File: src/rtl/tone_detector.sv
// tone_detector: measures the full period of an incoming square-wave tone in
// clk cycles. It flags periods that fall within TOL of the divider's expected
// period, asserts lock after LOCK_N consecutive matches, and pulses timeout
// when no rising edge arrives for TIMEOUT cycles.
module tone_detector #(
  parameter int CNT_W    = 18,
  parameter int HALF_CNT = 63_776,
  parameter int TOL      = 256,
  parameter int LOCK_N   = 4,
  parameter int TIMEOUT  = 200_000
) (
  input  logic             clk,
  input  logic             rst,
  input  logic             en,
  input  logic             tone_in,
  output logic [CNT_W-1:0] period,
  output logic             period_valid,
  output logic             match,
  output logic             locked,
  output logic             timeout
);

  localparam int EXP  = 2 * (HALF_CNT + 1);
  localparam int LO   = (EXP > TOL) ? (EXP - TOL) : 0;
  localparam int HI   = EXP + TOL;
  localparam int MC_W = $clog2(LOCK_N + 1);

  localparam logic [31:0]      LO_U     = 32'(LO);
  localparam logic [31:0]      HI_U     = 32'(HI);
  localparam logic [CNT_W-1:0] TERM     = CNT_W'(TIMEOUT - 1);
  localparam logic [MC_W-1:0]  LOCK_CNT = MC_W'(LOCK_N);

  typedef enum logic [1:0] {
    IDLE    = 2'd0,
    ARM     = 2'd1,
    MEASURE = 2'd2
  } state_t;

  state_t           state;
  logic [CNT_W-1:0] cnt;
  logic [MC_W-1:0]  match_cnt;
  logic             tone_s1;
  logic             tone_s2;
  logic             tone_s3;
  logic             rise;
  logic [CNT_W:0]   p_next;
  logic             hit;
  logic [MC_W-1:0]  mc_inc;

  // Window test is done at 32 bits so neither bound can wrap.
  function automatic logic in_window(input logic [CNT_W:0] p);
    logic [31:0] pw;
    pw = 32'(p);
    return (pw >= LO_U) && (pw <= HI_U);
  endfunction

  // Consecutive-match counter saturates at LOCK_N.
  function automatic logic [MC_W-1:0] sat_inc(input logic [MC_W-1:0] c);
    return (c >= LOCK_CNT) ? LOCK_CNT : c + 1'b1;
  endfunction

  // Synchronize the asynchronous tone and keep one extra flop for edge detect.
  always_ff @(posedge clk) begin
    if (rst) begin
      tone_s1 <= 1'b0;
      tone_s2 <= 1'b0;
      tone_s3 <= 1'b0;
    end else begin
      tone_s1 <= tone_in;
      tone_s2 <= tone_s1;
      tone_s3 <= tone_s2;
    end
  end

  assign rise = tone_s2 & ~tone_s3;

  // Candidate period and its classification, used only when a rise lands in MEASURE.
  always_comb begin
    p_next = {1'b0, cnt} + 1'b1;
    hit    = in_window(p_next);
    mc_inc = sat_inc(match_cnt);
  end

  // Measurement FSM: arm on the first rise, report each later rise-to-rise gap.
  always_ff @(posedge clk) begin
    if (rst) begin
      state        <= IDLE;
      cnt          <= '0;
      match_cnt    <= '0;
      period       <= '0;
      period_valid <= 1'b0;
      match        <= 1'b0;
      locked       <= 1'b0;
      timeout      <= 1'b0;
    end else begin
      period_valid <= 1'b0;
      timeout      <= 1'b0;
      if (!en) begin
        // Disabling discards any partial count and clears lock; last result holds.
        state     <= IDLE;
        cnt       <= '0;
        match_cnt <= '0;
        locked    <= 1'b0;
      end else begin
        case (state)
          IDLE: begin
            state <= ARM;
            cnt   <= '0;
          end
          ARM: begin
            if (rise) begin
              cnt   <= '0;
              state <= MEASURE;
            end else if (cnt == TERM) begin
              timeout   <= 1'b1;
              locked    <= 1'b0;
              match_cnt <= '0;
              cnt       <= '0;
            end else begin
              cnt <= cnt + 1'b1;
            end
          end
          MEASURE: begin
            // A rise on the terminal count wins over the timeout.
            if (rise) begin
              period       <= p_next[CNT_W-1:0];
              period_valid <= 1'b1;
              match        <= hit;
              if (hit) begin
                match_cnt <= mc_inc;
                locked    <= (mc_inc == LOCK_CNT);
              end else begin
                match_cnt <= '0;
                locked    <= 1'b0;
              end
              cnt <= '0;
            end else if (cnt == TERM) begin
              timeout   <= 1'b1;
              locked    <= 1'b0;
              match_cnt <= '0;
              cnt       <= '0;
              state     <= ARM;
            end else begin
              cnt <= cnt + 1'b1;
            end
          end
          default: begin
            state <= IDLE;
            cnt   <= '0;
          end
        endcase
      end
    end
  end

endmodule

File: config.mk
export PLATFORM = sky130hd
export DESIGN_NAME = tone_detector
export DESIGN_NICKNAME = d
export VERILOG_FILES = /design/src/rtl/tone_detector.sv
export SDC_FILE = /design/constraint.sdc
export NUM_CORES = 1
export LEC_CHECK = 0
export BUFFER_PORTS_ARGS = -buffer_cell sky130_fd_sc_hd__buf_2
export CAP_MARGIN = 20
export CORE_ASPECT_RATIO = 0.5
export CORE_MARGIN = 3
export CORE_UTILIZATION = 25
export DETAILED_ROUTE_END_ITERATION = 16
export PLACE_DENSITY = 0.41
export SETUP_SLACK_MARGIN = 0.2
export SLEW_MARGIN = 20
export SYNTH_ARGS = -nofsm -noshare
export SYNTH_HDL_FRONTEND = slang
export SYNTH_SLANG_ARGS = --single-unit
File: constraint.sdc
create_clock -name clk -period 3.1 [get_ports clk]
set_input_delay 0.62 -clock clk [delete_from_list [all_inputs] [get_ports clk]]
set_output_delay 0.62 -clock clk [all_outputs]
set_load 0.03 [all_outputs]
==> flow_summary_export.csv, run 1 <==
group,metric,value,unit
global_route,grt_first_pass_wirelength,9.20,mm
global_route,grt_overflow_total,0,
logic_synthesis,synth-async-reset-ratio,0,%
sta,drv_slew,0,
min_path,min_from,"tone_s1$_SDFF_PP0_",
route,dr.first_iter.drc_count,91,
setup_path,reg2reg_to,"match_cnt[2]$_SDFFE_PP0P_",
logic_synthesis,ys_warn_count,0,
floorplan,fp.dieH,73.3,microns
route,firstDrtPassIters,4,
global_route,grt_pass1_vias,1754,
cells_and_area,drive_above_1_share,17.6,%
setup_path,worst-endpoint-arrival,2.59,ns
logic_synthesis,ys_ff_latch,48,
cts,cts-htree-levels,2,
min_path,holdPathEnd,"tone_s2$_SDFF_PP0_",
place,place_hpwl,4.06,mm
global_route,grtUsageTotal,11.3,%
cts,cts.sinks,48,
route,via_count,1806,
setup_path,worstPathBufferInverterCount,0,
setup_path,end_kind,"register",
logic_synthesis,synth_ff_type,"dfxtp_1",
logic_synthesis,synth_top_area_cell,"dfxtp_1",
setup_path,worstSetupStartpointType,"register",
min_path,holdPathStages,1,
cts,clock_path_buffers,2,
power_and_ir_drop,p_per_area,492,nW/um^2
cts,post_cts_resized,0,
setup_path,path_class,"register to register",
floorplan,row_count,23,
cells_and_area,ff_latch_area,961,sq um
cts,cts_inserted_buffers,5,
floorplan,die-area,10300,sq um
logic_synthesis,syn-instance-count,258,
sta,skew,0.00817,ns
setup_path,cp_num_cells,7,
logic_synthesis,synthesis.area,2270,sq um
sta,post-route-min-period,2.43,ns
floorplan,start_util,27.0,%
route,wl,5.51,mm
cells_and_area,num_antenna_cells,0,
sta,fmax,412,MHz
setup_path,max_stage_delay,0.45,ns
sta,rsz0062_at_grt,"no",
min_path,hold_class,"register to register",
setup_path,worst-path-max-fanout,9,
cts,cts_tree,"built",
cells_and_area,fillers,901,
sta,setup-tns-final,0,ns
power_and_ir_drop,pwr-share-clk,50.4,%
floorplan,coreArea,8400,sq um
cells_and_area,finish.net_count,289,
sta,worst_slew_pin_slew,0.540,ns
setup_path,path_cells,"ha_1 -> nand3_4 -> nor3_1 -> xnor2_1 -> o32a_1 -> o21ai_2 -> a22oi_1",
route,post_drt_wl_per_cell,14.1,microns
cts,cts_hold_buffers,0,
job,max-cap-violations,0,
cells_and_area,area_growth,17.0,%
global_route,antenna_found_initial,0,
logic_synthesis,ys_top_cells_by_area,"dfxtp_1 (42%), nor2_1 (7.9%), a211oi_1 (6.3%)",
setup_path,r2r_cells,7,
power_and_ir_drop,p_switching,0.000253,W
logic_synthesis,synth_edf_count,0,
sta,period_share,78.3,%
setup_path,r2r_start,"cnt[0]$_SDFF_PP0_",
power_and_ir_drop,p_leak,0.918,nW
cts,clk_latency,0.29,ns
power_and_ir_drop,switching_share,19.4,%
sta,finalHoldViolations,0,
cts,clk_pin_slew,0.07,ns
logic_synthesis,synth_top_area_share,42.4,%
route,drcViolationCount,0,
logic_synthesis,synthTopCellsByCount,"dfxtp_1 (48), nor2_1 (48), a211oi_1 (19)",
sta,final-setup-viol-count,0,
logic_synthesis,syn_area_per_cell,8.79,sq um
global_route,grt_max_degree,37,
power_and_ir_drop,pwr-share-comb,2.1,%
cells_and_area,multi_input_area,1180,sq um
power_and_ir_drop,seqPwrFrac,47.6,%
setup_path,required,3.26,ns
sta,max_slew_margin,64.0,%
setup_path,crit_slowest_cell,"dfxtp_1",
logic_synthesis,syn_nets,269,
power_and_ir_drop,internal-power,0.00105,W
cts,cts_setup_buffers,0,
setup_path,rrSetupSlack,0.67,ns
logic_synthesis,ys_types,52,
place,gp_congestion,0.902,
power_and_ir_drop,ir_drop,0.156,mV
floorplan,pin_count,26,
route,vias_per_cell,4.62,
route,antenna_left,0,
outcome,status,"complete, no violations",
floorplan,die_w,141,microns
logic_synthesis,ys_seq_area_share,42.4,%
cts,clk_root_buffer_cell,"clkbuf_16",
setup_path,critical-path-top-delay-family,"compound AO/OA/AOI/OAI gates",
place,portBuffers,25,
power_and_ir_drop,power,0.00131,W
==> final cells by class <==
| class | instances | share of cell area [%] |
|---|---|---|
| sequential | 48 | 36.2 |
| multi-input combinational | 185 | 44.6 |
| timing repair buffer | 28 | 5.57 |
| clock inverter | 1 | 1.13 |
| clock buffer | 7 | 5.75 |
| inverter | 10 | 1.42 |
| tap | 112 | 5.28 |
==> stage by stage <==
stage | cell area [sq um] | setup slack (ns) | instances | utilization [%] | hold slack, ns
6_report | 2650 | 0.671 | 391 | 31.6 | 0.439
5_1_grt | 2650 | 0.453 | 391 | 31.6 | 0.453
4_1_cts | 2650 | 0.669 | 391 | 31.6 | 0.445
3_5_place_dp | 2470 | 0.681 | 383 | 29.4 | 0.425
3_3_place_gp | 2470 | 0.765 | 383 | 29.4 | 0.415
2_1_floorplan | 2270 | 0.984 | 258 | - | 0.414
==> power by group through the flow <==
| stage | Combinational, W | Clock (W) | Sequential [W] |
|---|---|---|---|
| floorplan | 0.0000191 | 0 | 0.000635 |
| global placement | 0.0000270 | 0 | 0.000635 |
| detailed placement | 0.0000272 | 0 | 0.000636 |
| CTS | 0.0000274 | 0.000676 | 0.000621 |
| global route | 0.0000311 | 0.000704 | 0.000621 |
| finish | 0.0000269 | 0.000658 | 0.000621 |
==> worst register-to-register path, stage by stage (launching register included) <==
cell	delay, ns
dfxtp_1	0.45
ha_1	0.36
nand3_4	0.20
nor3_1	0.33
xnor2_1	0.16
o32a_1	0.39
o21ai_2	0.28
a22oi_1	0.13
==> kinds of logic (layout without fill, tap and decap cells) <==
kind of cell               count (synthesis)  count (layout)  synth area share (%)
and+or+nand+nor                          112             112                  25.8
adders and majority gates                  7               7                  3.86
DFF                                       48              48                  42.4
xor gates and xnor gates                  17              17                  6.57
muxes                                      1               1                 0.497
buffers and inverters                     25              46                  5.41
AOI/OAI and AO/OA                         48              48                  15.5
==> flip-flops by register name, indices dropped and copies added, names as in the netlist <==
register,cells
period_valid,1
state,2
timeout,1
cnt,18
tone_s1,1
locked,1
match,1
match_cnt,3
period,18
tone_s3,1
tone_s2,1
==> placed cells by master, fill, tap and decap left out, types with 2 or more instances in the layout <==
cell type | Yosys | routed
a211oi_1 | 19 | 19
a21oi_1 | 7 | 7
and3_1 | 2 | 2
buf_2 | 1 | 25
buf_4 | 1 | 3
clkbuf_16 | 0 | 5
clkbuf_8 | 1 | 2
dfxtp_1 | 48 | 48
ha_1 | 7 | 7
inv_1 | 10 | 10
nand2_1 | 13 | 13
nand2b_1 | 4 | 4
nand3_1 | 7 | 7
nand3b_1 | 4 | 4
nand4_1 | 5 | 5
nor2_1 | 48 | 48
nor2b_1 | 4 | 4
nor3_1 | 12 | 12
nor4_1 | 2 | 2
o21ai_0 | 5 | 5
o22ai_1 | 2 | 2
o41ai_1 | 2 | 2
xnor2_1 | 13 | 13
xor2_1 | 4 | 4
==> how the worst max path moves through the flow <==
stage | from | end | slack [ns]
floorplan | cnt[0]$_SDFF_PP0_ | match_cnt[2]$_SDFFE_PP0P_ | 0.98
detailed placement | cnt[0]$_SDFF_PP0_ | match_cnt[2]$_SDFFE_PP0P_ | 0.68
finish | cnt[0]$_SDFF_PP0_ | match_cnt[2]$_SDFFE_PP0P_ | 0.67
CTS | cnt[0]$_SDFF_PP0_ | match_cnt[2]$_SDFFE_PP0P_ | 0.67
global placement | cnt[0]$_SDFF_PP0_ | match_cnt[2]$_SDFFE_PP0P_ | 0.76
global route | cnt[0]$_SDFF_PP0_ | match_cnt[2]$_SDFFE_PP0P_ | 0.45
==> per-layer routing <==
metal	up-vias	global-route usage (%)	part of all wire, %
met5	-	0	0
met4	0	3.54	1.3
met3	6	2.80	2.1
met2	16	16.2	40
met1	832	16.7	56
li1	952	-	-
No activity file was read; power rests on OpenSTA's default activity.
==> inputs of run 2 (changes only) <==
Settings changed: ABC_AREA set to 1, PLACE_DENSITY 0.41 to 0.42.
Clock period 3.1 ns to 2 ns, I/O delays scaled along.
==> run 2 against run 1 <==
The flow now finishes with violations (setup timing). Global-route usage up 1.1 points. Total power rose by 52%. Synthesized cell count up 33%. First-iteration DRC count grew 11%. Critical endpoint is now match_cnt[0]$_SDFFE_PP0P_. Largest power group is now sequential cells. Via count increased by 36%. Highest routed layer unchanged. Utilization grew 8.3 points. Largest cell class unchanged. Critical path depth increased by 9. Critical path type unchanged. Sequential share of layout area down 8.9 points.
==> flow_summary_export.csv, run 2 <==
group,metric,value,unit
floorplan,die-area,11000,sq um
cts,clock_path_buffers,2,
logic_synthesis,synth_ff_type,"dfxtp_1",
route,vias_per_cell,4.42,
global_route,grtUsageTotal,12.4,%
setup_path,end_kind,"register",
logic_synthesis,synthTopCellsByCount,"nand2_1 (61), nor2_1 (53), dfxtp_1 (48)",
sta,setup_slack,-0.0712,ns
cells_and_area,instances_no_fill,554,
min_path,hold_class,"input pin to register",
setup_path,worstSetupStartpointType,"register",
sta,finalHoldViolations,0,
cts,cts_tree,"built",
logic_synthesis,ys_ff_latch,48,
global_route,grt_first_pass_wirelength,10.8,mm
sta,rsz0062_at_grt,"yes",
cells_and_area,final_core_util,39.8,%
sta,final-setup-viol-count,5,
route,post_drt_wl_per_cell,13.3,microns
cts,cts_hold_buffers,0,
setup_path,worst-path-max-fanout,5,
min_path,holdPathEnd,"tone_s1$_SDFF_PP0_",
route,wl,7.35,mm
logic_synthesis,syn-instance-count,342,
place,gp_congestion,0.805,
place,portBuffers,25,
logic_synthesis,ys_warn_count,0,
setup_path,r2r_cells,16,
route,antenna_left,0,
route,via_count,2449,
logic_synthesis,synth_top_area_share,39.6,%
setup_path,worst-endpoint-arrival,2.25,ns
floorplan,pin_count,26,
setup_path,rrSetupSlack,-0.07,ns
cts,cts.sinks,48,
setup_path,path_class,"register to register",
logic_synthesis,synth-async-reset-ratio,0,%
global_route,grt_pass1_vias,2195,
global_route,gr-max-usage-layer,"met2",
global_route,grt_overflow_total,0,
logic_synthesis,synthesis.area,2420,sq um
floorplan,fp.dieH,75.6,microns
cells_and_area,finish.net_count,434,
floorplan,row_count,24,
cts,clk_root_buffer_cell,"clkbuf_16",
floorplan,die_w,145,microns
cts,clk_pin_slew,0.07,ns
setup_path,required,2.18,ns
cts,cts-htree-levels,2,
logic_synthesis,syn_area_per_cell,7.09,sq um
route,dr.first_iter.drc_count,101,
route,firstDrtPassIters,4,
cells_and_area,final_cell_mix,"nand2_1 (49), inv_1 (45), buf_4 (42), nor2_1 (41), dfxtp_1 (36)",
cells_and_area,ff_latch_area,988,sq um
global_route,grtUsageMet3,3.39,%
place,placed_cells,526,
sta,skew,0.00521,ns
setup_path,reg2reg_to,"match_cnt[0]$_SDFFE_PP0P_",
floorplan,start_util,26.7,%
cts,clk_latency,0.30,ns
cells_and_area,final_common_cell,"nand2_1",
place,place_ws,-0.0872,ns
cells_and_area,num_antenna_cells,0,
logic_synthesis,syn_nets,353,
min_path,holdPathStages,3,
logic_synthesis,synth_top_area_cell,"dfxtp_1",
sta,fmax,483,MHz
cells_and_area,area_growth,48.9,%
route,drcViolationCount,0,
cells_and_area,fillers,966,
setup_path,r2r_start,"cnt[0]$_SDFF_PP0_",
outcome,violations,"setup timing",
logic_synthesis,synth.most_common_cell,"nand2_1",
logic_synthesis,ys_top_cells_by_area,"dfxtp_1 (40%), nand2_1 (9.4%), nor2_1 (8.2%)",
cells_and_area,multi_input_area,1430,sq um
sta,worst_slew_pin_slew,0.309,ns
cells_and_area,reg.largest.list,"cnt (18), period (18), match_cnt (3)",
place,place_area,3040,sq um
global_route,grt_util_met1,16.8,%
global_route,grtUsageMet2,19.7,%
logic_synthesis,ys_types,35,
global_route,grt_max_degree,37,
floorplan,coreArea,9070,sq um
sta,drv_slew,0,
logic_synthesis,synth_edf_count,0,
logic_synthesis,ys_seq_area_share,39.6,%
global_route,antenna_found_initial,0,
cells_and_area,drive_above_1_share,37.5,%
sta,max_slew_margin,79.3,%
min_path,min_from,"tone_in",
sta,period_share,104,%
outcome,status,"complete, but fails checks",
power_and_ir_drop,ir_drop,0.274,mV
power_and_ir_drop,p_per_area,551,nW/um^2
place,place_hpwl,4.94,mm
sta,post-route-min-period,2.07,ns
cts,cts_inserted_buffers,5,
job,max-cap-violations,0,
power_and_ir_drop,p_leak,1.51,nW
cells_and_area,finalInstanceArea,3610,sq um
run 2: cell count changes after synthesis, sizes merged, moves of 9 or more:
cell	before	now
xnor2	13	0
a211oi	20	0
a21oi	7	21
nand2	14	69
o21ai	7	21
nor2	48	61
nor3	12	3
inv	10	47
nand3	9	23
run 2: where the power goes:
group	switching [W]	internal, W	leakage (nW)
Clock	0.000386	0.000499	0.0701
Sequential	0.00000955	0.000962	0.395
Combinational	0.0000787	0.0000535	1.05
Total	0.000474	0.00151	1.51
run 2: worst max-delay path: stages (launching register included):
cell and delay [ns]:
dfxtp_4 0.37, ha_4 0.14, nand3_4 0.09, inv_4 0.10, nand2_4 0.07, buf_4 0.14, o21ai_2 0.14, nand2_2 0.10
nor2_4 0.10, nand2_2 0.07, nor2_4 0.11, nand3_1 0.07, nand3_1 0.09, nand2_2 0.08, and2_4 0.15, nand3_1 0.07
a21oi_2 0.05
run 2: per-stage QoR:
step | TNS (ns) | hold slack, ns | power, W
finish | -0.307 | 0.313 | 0.00199
global route | -0.879 | 0.317 | 0.00207
CTS | 0 | 0.312 | 0.00199
detailed placement | -0.390 | 0.396 | 0.00111
global placement | -0.294 | 0.407 | 0.00110
floorplan | 0 | 0.388 | 0.00106
run 2: timing repair:
| item | CTS | global route |
|---|---|---|
| pin swaps | 10 | 9 |
| cloned | 0 | 5 |
| setup endpoints to repair | 25 | 43 |
| buffers inserted | 6 | 9 |
| resized for setup | 35 | 16 |
run 2: kinds of logic (layout without fill, tap and decap cells):
group | after synthesis | count (layout) | share of synthesized area, %
flip-flops | 48 | 48 | 39.6
AND/OR/NAND/NOR | 172 | 172 | 33.1
adder cells (fa/ha/maj) | 7 | 7 | 3.61
buffers and inverters | 54 | 136 | 8.41
XOR/XNOR | 5 | 5 | 1.81
AO/OA/AOI/OAI | 56 | 56 | 13.5
run 2: worst max-delay path by stage:
stage | from | to | slack [ns] | cells past startpoint
2_1_floorplan | cnt[1]$_SDFF_PP0_ | locked$_SDFFE_PP0P_ | 0.20 | 15
3_3_place_gp | cnt[8]$_SDFF_PP0_ | match_cnt[1]$_SDFFE_PP0P_ | -0.06 | 15
3_5_place_dp | cnt[8]$_SDFF_PP0_ | locked$_SDFFE_PP0P_ | -0.09 | 15
4_1_cts | cnt[1]$_SDFF_PP0_ | locked$_SDFFE_PP0P_ | 0.04 | 15
5_1_grt | cnt[1]$_SDFF_PP0_ | locked$_SDFFE_PP0P_ | -0.19 | 16
6_report | cnt[0]$_SDFF_PP0_ | match_cnt[0]$_SDFFE_PP0P_ | -0.07 | 16
run 2: per-layer routing:
metal	vias up	share of wire (%)
li1	1262	-
met1	1130	52
met2	47	41
met3	10	5.1
met4	0	1.4
met5	-	0
run 2: cell type report:
type	instances	area share (%)
clock inverter	1	0.208
multi-input combinational	240	39.5
sequential	48	27.4
timing repair buffer	79	19.3
clock buffer	7	3.95
tap	130	4.50
inverter	49	5.16
